===== src/rtl/demodulation_bit_decide.sv =====
// demodulation_bit_decide: latches ten Q16.16 segment metrics, sums them serially
// over ten cycles and issues a hard bit, saturated soft metric and erasure flag.
module demodulation_bit_decide #(
    parameter logic [31:0] ERASE_THR = 32'h0000_8000
) (
    input  logic        clk,
    input  logic        reset,
    input  logic        start,
    input  logic [31:0] segment_0,
    input  logic [31:0] segment_1,
    input  logic [31:0] segment_2,
    input  logic [31:0] segment_3,
    input  logic [31:0] segment_4,
    input  logic [31:0] segment_5,
    input  logic [31:0] segment_6,
    input  logic [31:0] segment_7,
    input  logic [31:0] segment_8,
    input  logic [31:0] segment_9,
    output logic        bit_out,
    output logic [31:0] metric,
    output logic        erase,
    output logic        valid,
    output logic        busy
);
    typedef enum logic [1:0] {IDLE, ACCUM, OUT} state_t;
    state_t             state_q, state_d;
    logic [31:0]        seg_in [10];
    logic [31:0]        seg_q  [10];
    logic [3:0]         cnt_q, cnt_d;
    logic signed [35:0] acc_q, acc_d;
    logic [35:0]        acc_abs;
    logic               load, ovf;
    logic               bit_q, bit_d, erase_q, erase_d, valid_q, valid_d, busy_q, busy_d;
    logic [31:0]        metric_q, metric_d;

    assign seg_in = '{segment_0, segment_1, segment_2, segment_3, segment_4,
                      segment_5, segment_6, segment_7, segment_8, segment_9};

    always_ff @(posedge clk or negedge reset) begin
        if (!reset) state_q <= IDLE;
        else        state_q <= state_d;
    end

    always_comb begin
        state_d = state_q == IDLE  ? (start ? ACCUM : IDLE) :
                  state_q == ACCUM ? (cnt_q == 4'd9 ? OUT : ACCUM) : IDLE;
    end

    // 36-bit accumulator: ten 32-bit signed terms can never wrap
    assign load    = state_q == IDLE && start;
    assign acc_abs = acc_q[35] ? -acc_q : acc_q;
    assign ovf     = acc_q[35:31] != {5{acc_q[35]}};

    always_comb begin
        cnt_d    = load ? 4'd0 : state_q == ACCUM ? cnt_q + 4'd1 : cnt_q;
        acc_d    = load ? 36'sd0 :
                   state_q == ACCUM ? acc_q + {{4{seg_q[cnt_q][31]}}, seg_q[cnt_q]} : acc_q;
        valid_d  = state_q == OUT;
        busy_d   = state_d != IDLE;
        bit_d    = state_q == OUT ? !acc_q[35] : bit_q;
        metric_d = state_q != OUT ? metric_q :
                   ovf ? (acc_q[35] ? 32'h8000_0000 : 32'h7FFF_FFFF) : acc_q[31:0];
        erase_d  = state_q == OUT ? acc_abs < {4'd0, ERASE_THR} : erase_q;
    end

    always_ff @(posedge clk or negedge reset) begin
        if (!reset) begin
            cnt_q    <= '0;
            acc_q    <= '0;
            bit_q    <= 1'b0;
            metric_q <= '0;
            erase_q  <= 1'b0;
            valid_q  <= 1'b0;
            busy_q   <= 1'b0;
            for (int i = 0; i < 10; i++) seg_q[i] <= '0;
        end else begin
            cnt_q    <= cnt_d;
            acc_q    <= acc_d;
            bit_q    <= bit_d;
            metric_q <= metric_d;
            erase_q  <= erase_d;
            valid_q  <= valid_d;
            busy_q   <= busy_d;
            for (int i = 0; i < 10; i++) if (load) seg_q[i] <= seg_in[i];
        end
    end

    always_comb begin
        bit_out = bit_q;
        metric  = metric_q;
        erase   = erase_q;
        valid   = valid_q;
        busy    = busy_q;
    end
endmodule


===== config.mk =====
export PLATFORM = sky130hd
export DESIGN_NAME = demodulation_bit_decide
export DESIGN_NICKNAME = d
export VERILOG_FILES = /design/src/rtl/demodulation_bit_decide.sv
export SDC_FILE = /design/constraint.sdc
export NUM_CORES = 1
export LEC_CHECK = 0
export ABC_AREA = 1
export BUFFER_PORTS_ARGS = -buffer_cell sky130_fd_sc_hd__buf_2
export CAP_MARGIN = 20
export CORE_MARGIN = 3
export CORE_UTILIZATION = 50
export DETAILED_ROUTE_END_ITERATION = 10
export GPL_TIMING_DRIVEN = 0
export PLACE_DENSITY = 0.83
export SYNTH_ARGS = -nofsm -noshare
export SYNTH_HDL_FRONTEND = slang
export SYNTH_SLANG_ARGS = --single-unit

===== constraint.sdc =====
create_clock -name clk -period 5.9 [get_ports clk]
set_input_delay 1.18 -clock clk [delete_from_list [all_inputs] [get_ports clk]]
set_output_delay 1.18 -clock clk [all_outputs]
set_load 0.005 [all_outputs]

==> summary.txt <==
Status
  • Outcome: finished, final reports clean

Cells and area
  • Reg area: 0.00996 sq mm
  • Footprint of the multi-input gates: 0.00964 sq mm
  • Final net count: 2,888
  • Filler cells: 3,276
  • Commonest cells after routing, fill and taps aside: buf_2 (418), dfrtp_1 (398), mux2_2 (320)
  • Final core utilization: 61.2%
  • Area grow syn2layout: 19.8%
  • Layout cell share with drive strength beyond 1: 33.2%
  • Most common cell after layout, fill and taps aside: buf_2

Global routing
  • Initial antenna violation count: 35
  • Global-route usage over all layers: 33.8%
  • First-pass GRT wire length: 112,000 microns
  • Vias in the first global route: 19.0k
  • Overflow after GRT: 0
  • Largest net degree at the start of global routing: 116

Min path
  • Hold_sp: metric[31]$_DFFE_PN0P_
  • WHS Path Cells: 2
  • Hold endpoint: metric[31]$_DFFE_PN0P_
  • HP Class: flop to flop

Power
  • Internal power of the cells: 9.25 mW
  • Clock power frac: 16.1%
  • Sw frac: 46.6%
  • Combinational share of power: 53.9%
  • Total power draw: 17.3 mW
  • Sequential share of power: 30.0%
  • PwrDens: 705 mW/mm^2
  • Leak Pwr: 11.1 nW
  • VDD IR max: 0.332 mV
  • Sw Pwr: 8.06 mW

Timing
  • Worst Skew: 33.1 ps
  • Max Slew Vio Count: 0
  • Worst setup margin: 1660 ps
  • Hold_ws: 475 ps
  • Tcrit/Tclk final: 71.8%
  • Final setup fails: 0
  • Final hold violations: 0
  • Crit path time final: 4240 ps
  • Slew @ Worst Pin: 838 ps
  • Unrepaired setup endpoints after global routing: false
  • Setup TNS: 0 ps
  • Maximum clock rate: 236 MHz
  • Slew headroom: 44.1%

Clocking
  • CTS tree: yes
  • CTS resizes: 0
  • Clk buf depth: 3
  • Total CTS buffers: 42
  • Root Driver: clkbuf_16
  • Sink Count: 398
  • Clk_lat worst skew: 600 ps
  • Setup bufs post-CTS: 0
  • H-tree Lvls: 2
  • Clk slew on worst S/H paths: 70 ps
  • Cts hold-fix bufs: 0

Route
  • Remaining antenna violation count: 0
  • Post-DR wirelength/cell: 24.4 microns
  • WL final: 75,800 microns
  • Via Count: 18.9k
  • DR DRC count: 0
  • Drt first-iter violations: 1,943
  • Drt first pass iters: 5
  • Via density: 6.07

Setup path
  • Critical Path RT: 6390 ps
  • Critical path arrival: 4730 ps
  • FF-to-FF path depth: 19
  • Crit Path Class: flop to flop
  • Worst-path maximum fanout: 10
  • CP endpoint kind: flop
  • Reg-to-Reg Start: cnt_q[0]$_DFFE_PN0P_
  • Reg2reg setup slack: 1660 ps
  • Critical path launch point type: flop
  • Worst R2R End: acc_q[32]$_DFFE_PN0P_

Placement
  • HPWL Detailed: 58,200 microns
  • Routability Congestion: 0.993
  • Place WS: 1850 ps
  • # port buffers: 358

Run
  • Max-Cap Viols: 0

Synthesis
  • Avg Cell Area, Syn: 9.65 sq um
  • Yosys cell types: 45
  • Syn Inst Count: 2,122
  • Mapped cell area: 0.0205 sq mm
  • Synthesized flop and latch total: 398
  • Sequential cell area fraction in the yosys report: 48.6%
  • Synthesis Warnings: 0
  • Mapped Nets: 2,483

Floorplan
  • Initial Util: 51.1%
  • DIE AREA: 0.0434 sq mm
  • Horiz. Die Dim: 208 microns
  • Die H: 208 microns
  • IO Pins: 359
  • Core Area: 0.0401 sq mm
  • Site Rows: 73
==> power groups by stage <==
stage          combinational, mW  sequential [mW]  clock (mW)
6_report                    9.33             5.20        2.78
4_1_cts                     9.06             5.12        2.78
3_3_place_gp                8.75             5.07           0
3_5_place_dp                8.98             5.16           0
5_1_grt                     10.2             5.30        2.90
2_1_floorplan               6.33             4.75           0
==> area by class of cell <==
cell class	instances	share of cell area, %
sequential	398	40.6
multi-input combinational	1515	39.3
timing repair buffer	361	7.68
clock buffer	56	4.87
tap	525	2.68
buffer	116	2.18
inverter	93	1.43
clock inverter	18	0.989
antenna	29	0.296
==> stage by stage <==
stage	area (sq um)	instances
after floorplan	20500	2122
after global placement	22900	3005
after detailed placement	23000	3008
after CTS	24500	3082
after global routing	24500	3099
final	24500	3111
==> worst max-delay path, cell delays in order (launching register included) <==
cell	delay, ps
dfrtp_1	440
buf_4	220
inv_4	80
buf_6	180
clkbuf_1	440
nor2_1	90
o221ai_1	470
a31o_1	350
ha_1	270
fa_1	320
nand2_1	100
nand3_1	80
o21a_1	230
nand2_1	70
nand2_1	100
nand2_1	70
nand2_1	180
nand4_1	170
a21oi_1	170
o21ai_1	80
==> Yosys cell counts, drive strengths merged <==
| master | count | area [sq um] |
|---|---|---|
| or2 | 2 | 12.5 |
| nor2 | 280 | 1070 |
| o21a | 4 | 30.0 |
| o31ai | 1 | 7.51 |
| and3 | 1 | 6.26 |
| a211oi | 1 | 7.51 |
| xnor2 | 1 | 8.76 |
| a21boi | 1 | 7.51 |
| inv | 92 | 348 |
| clkinv | 1 | 3.75 |
| nor3 | 22 | 110 |
| buf | 69 | 358 |
| nor3b | 1 | 7.51 |
| nand3b | 5 | 37.5 |
| nand3 | 63 | 325 |
| ha | 37 | 463 |
| o22ai | 23 | 144 |
| mux2 | 320 | 3600 |
| clkbuf | 47 | 176 |
| o221ai | 50 | 438 |
| nand2 | 306 | 1160 |
| o211ai | 15 | 118 |
| fa | 1 | 20.0 |
| and2 | 1 | 6.26 |
| o21ai | 222 | 1120 |
| a31oi | 2 | 12.5 |
| a31o | 19 | 166 |
| nand4 | 10 | 62.6 |
| mux2i | 12 | 120 |
| a21oi | 115 | 576 |
| dfrtp | 398 | 9960 |
==> worst max path at each step <==
stage | startpoint | end | slack, ps | cells after the start
2_1_floorplan | cnt_q[0]$_DFFE_PN0P_ | acc_q[24]$_DFFE_PN0P_ | 3020 | 19
3_3_place_gp | reset | seg_q[302]$_DFFE_PN0P_ | -3980 | 1
3_5_place_dp | cnt_q[0]$_DFFE_PN0P_ | acc_q[32]$_DFFE_PN0P_ | 1850 | 19
4_1_cts | cnt_q[0]$_DFFE_PN0P_ | acc_q[32]$_DFFE_PN0P_ | 1820 | 20
5_1_grt | cnt_q[0]$_DFFE_PN0P_ | acc_q[32]$_DFFE_PN0P_ | 1530 | 20
6_report | cnt_q[0]$_DFFE_PN0P_ | acc_q[32]$_DFFE_PN0P_ | 1660 | 19
==> state kept, by name (all words and copies together), names as in the netlist <==
name     flops
metric      32
acc_q       36
erase        1
busy         1
state_q      2
bit_out      1
valid        1
cnt_q        4
seg_q      320
==> cells by family (layout without fill, tap and decap cells) <==
logic type / count (synthesis) / in the layout / share of synthesized area, %
adder cells (fa/ha/maj): 38 / 38 / 2.36
buffers and inverters: 209 / 644 / 4.32
AND/OR/NAND/NOR: 691 / 691 / 13.7
other: 0 / 29 / 0
flip-flops: 398 / 398 / 48.6
XOR/XNOR: 1 / 1 / 0.0428
multiplexers: 332 / 332 / 18.2
AO/OA/AOI/OAI: 453 / 453 / 12.8
==> per-layer routing <==
metal	global-route usage [%]	vias up	wire, microns
li1	-	8214	-
met5	0	-	117
met2	54.0	1133	34700
met4	21.5	18	5580
met3	8.81	324	8050
met1	40.7	9182	27300
No activity file was read; power rests on OpenSTA's default activity.
